**config.mk**
```make
export PLATFORM = sky130hd
export DESIGN_NAME = lenet_layer_sched_flat
export DESIGN_NICKNAME = d
export VERILOG_FILES = /design/src/rtl/lenet_layer_sched_pkg.sv /design/src/rtl/lenet_layer_sched_if.sv /design/src/rtl/lenet_layer_sched_timer.sv /design/src/rtl/lenet_layer_sched.sv /design/src/flat_wrapper.sv
export SDC_FILE = /design/constraint.sdc
export NUM_CORES = 1
export LEC_CHECK = 0
export BUFFER_PORTS_ARGS = -buffer_cell sky130_fd_sc_hd__buf_2
export CORE_ASPECT_RATIO = 0.7
export CORE_MARGIN = 3
export CORE_UTILIZATION = 54
export CTS_BUF_LIST = sky130_fd_sc_hd__clkbuf_8
export CTS_CLUSTER_DIAMETER = 120
export CTS_CLUSTER_SIZE = 30
export DETAILED_ROUTE_END_ITERATION = 10
export HOLD_SLACK_MARGIN = 0.15
export PLACE_DENSITY = 0.79
export SYNTH_ARGS = -nofsm -noshare
export SYNTH_HDL_FRONTEND = slang
export SYNTH_HIERARCHICAL = 1
export SYNTH_SLANG_ARGS = --single-unit
```
**constraint.sdc**
```tcl
create_clock -name clk -period 2.6 [get_ports clk]
set_clock_uncertainty 0.2 [all_clocks]
set_input_delay 0.13 -clock clk [delete_from_list [all_inputs] [get_ports clk]]
set_output_delay 0.13 -clock clk [all_outputs]
set_load 0.01 [all_outputs]
```
**src/rtl/lenet_layer_sched_pkg.sv**
```systemverilog
// rtl/lenet_layer_sched_pkg.sv - shared state encoding and layer indices for the LeNet layer scheduler
package lenet_pkg;

    localparam int NUM_LAYERS_DEF = 5;

    localparam int L_CONV1 = 0;
    localparam int L_POOL1 = 1;
    localparam int L_CONV2 = 2;
    localparam int L_POOL2 = 3;
    localparam int L_FC    = 4;

    typedef enum logic [2:0] {
        S_IDLE  = 3'd0,
        S_CLEAR = 3'd1,
        S_RUN   = 3'd2,
        S_GAP   = 3'd3,
        S_DONE  = 3'd4,
        S_ERR   = 3'd5
    } state_t;

endpackage

```
**src/rtl/lenet_layer_sched_if.sv**
```systemverilog
// rtl/lenet_layer_sched_if.sv - control/status bundle between a pass controller and the layer scheduler
interface lenet_layer_sched_if
    import lenet_pkg::*;
#(
    parameter int NUM_LAYERS = NUM_LAYERS_DEF
);
    logic                  start;
    logic                  abort;
    logic [NUM_LAYERS-1:0] layer_finish;
    logic [NUM_LAYERS-1:0] layer_en;
    logic [NUM_LAYERS-1:0] layer_rst;
    logic [2:0]            cur_layer;
    logic                  busy;
    logic                  done;
    logic                  error;
    logic [31:0]           cycle_cnt;

    // Controller side: issues commands, observes scheduler status.
    modport master (
        output start, abort, layer_finish,
        input  layer_en, layer_rst, cur_layer, busy, done, error, cycle_cnt
    );

    // Scheduler side.
    modport slave (
        input  start, abort, layer_finish,
        output layer_en, layer_rst, cur_layer, busy, done, error, cycle_cnt
    );
endinterface

```
**src/rtl/lenet_layer_sched_timer.sv**
```systemverilog
// rtl/lenet_layer_sched_timer.sv - per-layer watchdog counter with terminal-count compare
module lenet_layer_timer #(
    parameter int TIMEOUT = 1048576
) (
    input  logic clk,
    input  logic rst_n,
    input  logic clr,
    input  logic inc,
    output logic tc
);
    localparam int           W    = $clog2(TIMEOUT) + 1;
    localparam logic [W-1:0] TERM = W'(TIMEOUT - 1);

    logic [W-1:0] count;

    // Clear has priority; increment holds at all-ones so the counter never wraps.
    always_ff @(posedge clk or negedge rst_n) begin
        if (!rst_n) begin
            count <= '0;
        end else if (clr) begin
            count <= '0;
        end else if (inc && (count != '1)) begin
            count <= count + W'(1);
        end
    end

    assign tc = (count == TERM);

endmodule

```
**src/rtl/lenet_layer_sched.sv**
```systemverilog
// rtl/lenet_layer_sched.sv - sequences LeNet layers through clear/run/gap with timeout and abort
module lenet_layer_sched
    import lenet_pkg::*;
#(
    parameter int NUM_LAYERS = NUM_LAYERS_DEF,
    parameter int TIMEOUT    = 1048576
) (
    input  logic                clk,
    input  logic                rst_n,
    lenet_layer_sched_if.slave  bus
);
    localparam logic [2:0]            LAST_IDX = 3'(NUM_LAYERS - 1);
    localparam logic [NUM_LAYERS-1:0] ONE      = NUM_LAYERS'(1);

    state_t     state;
    state_t     state_nxt;
    logic [2:0] idx;
    logic [2:0] idx_nxt;
    logic       launch;
    logic       fin_cur;
    logic       tc;
    logic       timer_clr;
    logic       timer_inc;

    // Only the running layer's finish flag matters; stale flags of other layers are ignored.
    assign fin_cur   = bus.layer_finish[idx];
    assign timer_clr = (state_nxt == S_CLEAR);
    assign timer_inc = (state == S_RUN);

    lenet_layer_timer #(
        .TIMEOUT (TIMEOUT)
    ) u_timer (
        .clk   (clk),
        .rst_n (rst_n),
        .clr   (timer_clr),
        .inc   (timer_inc),
        .tc    (tc)
    );

    // Next-state logic: abort beats everything, finish beats timeout.
    always_comb begin
        state_nxt = state;
        idx_nxt   = idx;
        launch    = 1'b0;
        if (bus.abort) begin
            state_nxt = S_IDLE;
            idx_nxt   = 3'd0;
        end else begin
            case (state)
                S_IDLE, S_ERR: begin
                    if (bus.start) begin
                        launch    = 1'b1;
                        state_nxt = S_CLEAR;
                        idx_nxt   = 3'd0;
                    end
                end
                S_CLEAR: state_nxt = S_RUN;
                S_RUN: begin
                    if (fin_cur) begin
                        state_nxt = S_GAP;
                    end else if (tc) begin
                        state_nxt = S_ERR;
                    end
                end
                S_GAP: begin
                    if (idx == LAST_IDX) begin
                        state_nxt = S_DONE;
                    end else begin
                        idx_nxt   = idx + 3'd1;
                        state_nxt = S_CLEAR;
                    end
                end
                S_DONE:  state_nxt = S_IDLE;
                default: state_nxt = S_IDLE;
            endcase
        end
    end

    // State, index, run-cycle counter and all outputs registered from the next state.
    always_ff @(posedge clk or negedge rst_n) begin
        if (!rst_n) begin
            state          <= S_IDLE;
            idx            <= 3'd0;
            bus.layer_en   <= '0;
            bus.layer_rst  <= '1;
            bus.cur_layer  <= 3'd0;
            bus.busy       <= 1'b0;
            bus.done       <= 1'b0;
            bus.error      <= 1'b0;
            bus.cycle_cnt  <= 32'd0;
        end else begin
            state         <= state_nxt;
            idx           <= idx_nxt;
            bus.layer_en  <= (state_nxt == S_RUN) ? (ONE << idx_nxt) : '0;
            bus.layer_rst <= bus.abort ? '1 :
                             ((state_nxt == S_CLEAR) ? (ONE << idx_nxt) : '0);
            bus.cur_layer <= (state_nxt == S_IDLE) ? 3'd0 : idx_nxt;
            bus.busy      <= !((state_nxt == S_IDLE) || (state_nxt == S_ERR));
            bus.done      <= (state_nxt == S_DONE);
            if (state_nxt == S_ERR) begin
                bus.error <= 1'b1;
            end else if (launch) begin
                bus.error <= 1'b0;
            end
            if (launch) begin
                bus.cycle_cnt <= 32'd0;
            end else if ((state == S_RUN) && (bus.cycle_cnt != 32'hFFFF_FFFF)) begin
                bus.cycle_cnt <= bus.cycle_cnt + 32'd1;
            end
        end
    end

endmodule

```
**src/flat_wrapper.sv**
```systemverilog
// flat-port wrapper written by rule: the top's interface ports become plain ports
module lenet_layer_sched_flat import lenet_pkg::*;
#(
    parameter int NUM_LAYERS = NUM_LAYERS_DEF,
    parameter int TIMEOUT    = 1048576
)
  (clk, rst_n, bus_start, bus_abort, bus_layer_finish, bus_layer_en, bus_layer_rst, bus_cur_layer, bus_busy, bus_done, bus_error, bus_cycle_cnt);
  lenet_layer_sched_if #(.NUM_LAYERS(NUM_LAYERS)) bus_i ();
  input  logic clk;
  input  logic rst_n;
  input wire logic [$bits(bus_i.start)-1:0] bus_start;
  input wire logic [$bits(bus_i.abort)-1:0] bus_abort;
  input wire logic [$bits(bus_i.layer_finish)-1:0] bus_layer_finish;
  output wire logic [$bits(bus_i.layer_en)-1:0] bus_layer_en;
  output wire logic [$bits(bus_i.layer_rst)-1:0] bus_layer_rst;
  output wire logic [$bits(bus_i.cur_layer)-1:0] bus_cur_layer;
  output wire logic [$bits(bus_i.busy)-1:0] bus_busy;
  output wire logic [$bits(bus_i.done)-1:0] bus_done;
  output wire logic [$bits(bus_i.error)-1:0] bus_error;
  output wire logic [$bits(bus_i.cycle_cnt)-1:0] bus_cycle_cnt;
  assign bus_i.start = bus_start;
  assign bus_i.abort = bus_abort;
  assign bus_i.layer_finish = bus_layer_finish;
  assign bus_layer_en = bus_i.layer_en;
  assign bus_layer_rst = bus_i.layer_rst;
  assign bus_cur_layer = bus_i.cur_layer;
  assign bus_busy = bus_i.busy;
  assign bus_done = bus_i.done;
  assign bus_error = bus_i.error;
  assign bus_cycle_cnt = bus_i.cycle_cnt;
  lenet_layer_sched #(.NUM_LAYERS(NUM_LAYERS), .TIMEOUT(TIMEOUT)) u_core (.clk(clk), .rst_n(rst_n), .bus(bus_i));
endmodule
```
=== Word level (Yosys, flattened, before mapping) ===
Index checks and enable logic that the tools add are counted.

* Input bits: 9
* Latch bits: 0
* Bits in registers: 75
* Output and inout port bits: 48
* Bits in read-only memories: 0
* Memories: 0
* Bits in writable memories: 0

* Bitwise gates (word level): 0
* Div/mod/pow operators: 0
* Reductions and logical operators: 10
* Multiplexer cells: 25
* Order comparisons: 1
* Add/sub/neg operators: 3
* Shift-type cells: 1
* Equal/unequal tests: 12
* Multiply operators: 0

{| class="wikitable"
|+ Operator list
! cell !! number
|-
| 32-bit two-way mux || 2
|-
| 21-bit two-way mux || 2
|-
| 32-bit by 1-bit adder with 32-bit output, second input constant || 1
|-
| 32-bit inequality test, second input constant || 1
|-
| 3-bit two-way mux || 9
|-
| 21-bit by 1-bit adder with 21-bit output, second input constant || 1
|-
| 21-bit by 20-bit equality test with 1-bit output, second input constant || 1
|-
| 21-bit inequality test, second input constant || 1
|-
| 5-bit two-way mux || 3
|-
| 3-bit equality test, second input constant || 4
|-
| 3-bit one-hot mux with 4 select lines || 1
|-
| 3-bit by 2-bit equality test with 1-bit output, second input constant || 3
|-
| 3-bit by 1-bit equality test with 1-bit output, second input constant || 2
|-
| 3-bit zero test || 2
|-
| 1-bit two-way mux || 6
|-
| 3-bit one-hot mux with 2 select lines || 1
|-
| 2-bit nonzero test || 3
|-
| 1-bit by 3-bit left shift with 5-bit output, first input constant || 1
|-
| 3-bit by 4-bit less-than comparator with 1-bit output, second input constant || 1
|-
| 3-bit by 1-bit adder with 3-bit output, second input constant || 1
|-
| 1-bit binary-select mux with 3-bit select || 1
|-
| 1-bit logical AND || 2
|-
| 2-bit OR reduction || 1
|-
| 1-bit zero test || 1
|-
| 1-bit logical OR || 1
|}

=== Longest topological paths before layout ===
* Word-level depth: 8
* Gate-level depth with buffers: 11

=== Modules after synthesis ===
Netlist, hierarchy kept.

{| class="wikitable"
|+ Modules (own cells, without submodules)
! module !! seq. area each (sq um) !! area an instance (sq um) !! times used !! cells each
|-
| lenet_layer_sched || 1357.6 || 2974.1 || 1 || 319
|-
| lenet_layer_timer || 525.5 || 1148.6 || 1 || 123
|}

=== Worst setup path before layout ===
OpenSTA, ideal clock, no wires.

* Path kind: reg2reg
* Start: register u_core.u_timer.count[9]
* End: register u_core.u_timer.count[16]
* Data arrival time: 2.458 ns
* Path slack: -0.194 ns
* Path buffers: 2
* Cell stages (with the launch flop): 12
* Path through: dfrtp_1 > and4_4 > and2_1 > buf_4 > nand3_1 > nor4bb_1 > nand2_1 > a211oi_1 > a21oi_1 > nor4b_4 > clkbuf_1 > nor3_1

* Cells in the longest elaborated chain, start to end: 7

{| class="wikitable"
|+ RTL lines
! what !! RTL line !! text
|-
| start: declaration || lenet_layer_sched_timer.sv:14 || <nowiki>logic [W-1:0] count;</nowiki>
|-
| start signal: assignment || lenet_layer_sched_timer.sv:23 || <nowiki>count <= count + W'(1);</nowiki>
|-
| 21-bit by 20-bit equality test with 1-bit output (*) || lenet_layer_sched_timer.sv:27 || <nowiki>assign tc = (count == TERM);</nowiki>
|-
| net u_core.tc || lenet_layer_sched.sv:21 || <nowiki>logic tc;</nowiki>
|-
| 3-bit two-way mux (*) || lenet_layer_sched.sv:61 || <nowiki>end else if (tc) begin</nowiki>
|-
| 3-bit two-way mux (*) || lenet_layer_sched.sv:59 || <nowiki>if (fin_cur) begin</nowiki>
|-
| 3-bit one-hot mux with 4 select lines (*) || lenet_layer_sched.sv:49 || <nowiki>case (state)</nowiki>
|-
| 3-bit two-way mux (*) || lenet_layer_sched.sv:45 || <nowiki>if (bus.abort) begin</nowiki>
|-
| 3-bit by 1-bit equality test with 1-bit output (*) || lenet_layer_sched.sv:27 || <nowiki>assign timer_clr = (state_nxt == S_CLEAR);</nowiki>
|-
| net u_core.timer_clr || lenet_layer_sched.sv:22 || <nowiki>logic timer_clr;</nowiki>
|-
| 21-bit two-way mux or 2-bit nonzero test (tied branches) || - ||
|}

The timed path passes the listed nets; every way through them passes the cells marked *. The select of a mux whose other input is x is not followed.
A chain may end at the register's enable or synchronous reset.

=== Final worst setup path ===
* Start: register u_core.u_timer.count[15]
* End: register u_core.u_timer.count[1]

Same word-level chain as after synthesis.

==> results by group <==
Timing
  • Fmax: 0.397 GHz
  • Fin Hold WS: 0.220 ns
  • Relative slew slack: 39.8%
  • Slew at the pin with the worst max-slew slack: about 0.9 ns
  • Max-slew violation count: 0
  • Setup TNS: 0 ns
  • Tcrit/Tclk final: between 90% and 100%
  • Setup Viol. Count Final: 0
  • Final hold violation count: 0
  • Final critical-path required period: around 2.5 ns
  • RSZ-0062 raised after global routing: true

Route
  • Post-DRT Antenna Nets: 0
  • DRT Pass-1 Iters: 4
  • Vias: between 3000 and 4000
  • Met3 WL: between 900 and 1000 um
  • WL final: between 10000 and 15000 um
  • Initial drt markers: approximately 260
  • Wl on met1: about 4800 um
  • Routed WL per cell: about 17 um
  • # DRC: 0
  • Met2 Routed Length: ~4700 um
  • Top Layer Used: met4
  • DR vias/cell: around 6.2

Final layout
  • Finished Layout Cells: roughly 630
  • Commonest non-fill, non-tap cell in the layout: dfrtp_1
  • Final instance area: roughly 5000 um2
  • Share of cells above drive strength 1: between 20 and 30%
  • N_diodes: 0
  • Fill cells: between 500 and 600
  • Nets@finish: ~540
  • Most frequent cells in the layout: dfrtp_1 (70), buf_2 (55), nand2_1 (47), buf_4 (32), nor2_1 (30)
  • Synth-to-Final Area Change: 21.7%

Pwr
  • Power Dens Cells: roughly 500 nW/um2
  • Lkg Pwr: roughly 2.3 nW
  • Worst vdd ir: ~300 uV

Global routing
  • Largest net degree at the start of global routing: 76
  • Initial antenna violation count: 0
  • GRT Util Overall: approximately a quarter
  • Vias in the first global route: 3714
  • First-pass GRT wire length: between 15000 and 20000 um
  • Global route overflow: 0

Critical path
  • CP endpoint kind: register
  • WP data required: 2.64 ns
  • Critical Path Source Type: register
  • Worst-path maximum fanout: 6
  • WP data arrival: ~2.6 ns
  • FF-to-FF End: u_core/u_timer/count[1]
  • CP cell instances: and4_4, and2_4, nand3_4, nor4bb_4, nand2_1, a211oi_2, a21oi_2, nor4b_4, buf_6, clkbuf_16, a21oi_1
  • Cells on worst reg2reg path: 11
  • Kind of critical path: reg -> reg
  • Worst R2R Setup Slack: ~0.084 ns
  • Critical path's largest stage delay: slightly below 0.4 ns
  • RR Startpoint: u_core/u_timer/count[15]
  • CP max-delay cell: dfrtp_1

Place
  • Placed Cells: 606
  • Post-DP HPWL: between 7000 and 8000 um
  • Final Wtd Congestion: between 0.8 and 0.9
  • DP Area: ~4700 um2
  • Port buffer count: 56

Synth
  • Sequential element share of the synthesized area: 45.7%
  • Ys async rst share: between 90% and 100%
  • Share of the synthesized area in the top cell type: 42.5%
  • Most common flop cell mapped by yosys: dfrtp_1
  • Post-synth EDFFs: 0
  • Top post-synthesis cells by area: dfrtp_1 (42%), nand2_1 (4.3%), a21oi_1 (3.6%)
  • Syn nets: about 460
  • Post-Syn Area: 4120 um2
  • Post-synthesis cell count: between 400 and 500
  • Syn avg cell area: roughly 9.3 um2
  • Synth Register Bits: between 70 and 80
  • Post-synth cell types: 68
  • Area leader, netlist: dfrtp_1
  • Ys Warns: 6

Worst hold path
  • Hold path cells: 5
  • Hold Path End: u_core/bus.layer_en[3]
  • Hold crit path type: in -> reg
  • Hold Crit Start: bus_start

Clock network
  • CTS Buf Count: 9
  • Worst skew pair latency: roughly 0.36 ns
  • Clock transition at path regs: around 0.08 ns
  • Clk sinks: between 70 and 80
  • CTS tree: done
  • Htree depth: 3
  • Root Buffer: clkbuf_8
  • CTS Buffer Depth: 2

Floorplanning
  • Num rows: 25
  • Core area: a little over 7000 um2
  • Die Ht: between 70 and 80 um
  • Die footprint: 8740 um2
  • I/O pin count: 57
  • Die width: approximately 110 um
  • Initial Utilization: 58.3%

Status
  • Status: complete, no violations

Run
  • Max-cap check violation count: 0
## cell families (layout without fill, tap and decap cells)
| family | after synthesis | after routing | synth area share [%] |
|---|---|---|---|
| AND/OR/NAND/NOR | 209 | 209 | 29.0 |
| AO/OA/AOI/OAI | 109 | 109 | 17.6 |
| flip-flops | 75 | 75 | 45.7 |
| buffers and inverters | 31 | 123 | 3.34 |
| XOR/XNOR | 8 | 8 | 1.70 |
| multiplexers | 6 | 6 | 1.52 |
| adder cells (fa/ha/maj) | 4 | 4 | 1.21 |
## layer usage
| metal | track usage, % | vias up |
|---|---|---|
| met5 | 0 | - |
| met3 | 5.56 | 22 |
| li1 | - | 1829 |
| met1 | 34.9 | 1854 |
| met2 | 39.4 | 208 |
| met4 | 9.10 | 0 |
## area by class of cell
type,count,area [um2],share of cell area (%)
Clock inverter,6,41.3,0.823
Inverter,13,48.8,0.972
Clock buffer,10,138,2.74
Sequential cell,75,1880,37.5
Tap cell,94,118,2.34
Timing Repair Buffer,94,613,12.2
Multi-Input combinational cell,336,2180,43.4
## through the flow
stage | util (%) | setup slack, ns | power [W]
floorplan | - | -0.0810 | 0.00154
global placement | 67.0 | 0.0409 | 0.00169
detailed placement | 67.0 | -0.0762 | 0.00170
CTS | 70.4 | 0.0314 | 0.00253
global route | 71.0 | -0.00471 | 0.00266
finish | 71.0 | 0.0838 | 0.00253
## state kept, by name, summed over array words and instances (netlist names)
signal	cells
u_core/bus.layer_en	5
u_core/u_timer/count	21
u_core/bus.busy	1
u_core/bus.error	1
u_core/bus.layer_rst	5
u_core/idx	3
u_core/bus.cur_layer	3
u_core/state	3
u_core/bus.cycle_cnt	32
u_core/bus.done	1
## synth_stat cells, types with 2 or more instances
cell type and number:
a211oi_1 3, and4_4 3, or3_1 13, a41o_1 4
o22ai_1 2, buf_4 3, ha_1 4, or3b_2 2
buf_2 2, xor2_1 7, o211ai_1 10, nand4_1 14
nor3_1 14, a21oi_1 30, a22oi_1 2, and4_1 4
inv_1 12, nand2b_1 5, a31o_2 5, or4_1 12
nand3_1 22, a21o_1 3, nand2_1 47, and2_1 12
o21ai_0 18, nor4_1 5, o31ai_1 7, nor2_1 30
mux2_2 2, or2_2 2, nor3_2 3, dfrtp_1 70
a31oi_1 8, o21bai_1 3, and3_1 8, clkbuf_1 12
dfstp_2 5, mux2i_1 4
## power breakdown
group	internal [W]	leakage [nW]	switching [W]	total, W
logic	0.000181	1.19	0.000258	0.000440
clock network	0.000372	0.0901	0.000447	0.000819
registers	0.00122	1.02	0.0000537	0.00128
total	0.00178	2.31	0.000759	0.00253
## critical path, delay by kind of cell, from the launching register on
kind | cells | cell delay (ns)
buffers and inverters | 2 | 0.33
flip-flops | 1 | 0.39
AO/OA/AOI/OAI | 3 | 0.35
AND/OR/NAND/NOR | 6 | 1.12
## worst max path at each step
stage                                   from                       end  slack, ns
finish              u_core/u_timer/count[15]   u_core/u_timer/count[1]       0.08
global route         u_core/u_timer/count[8]   u_core/u_timer/count[4]     -0.005
CTS                 u_core/u_timer/count[11]   u_core/u_timer/count[4]       0.03
detailed placement   u_core/u_timer/count[9]   u_core/u_timer/count[4]      -0.08
global placement     u_core/u_timer/count[8]   u_core/u_timer/count[5]       0.04
floorplan           u_core/u_timer/count[11]  u_core/u_timer/count[11]      -0.08
## repair_timing
action,CTS,global route
endpoints found under the hold margin,83,0
setup buffers,2,0
pin swaps,1,1
gates cloned,0,1
hold buffers,3,0
resized for setup,2,4
endpoints found under the setup margin,14,27
(Power assumes the default switching activity.)
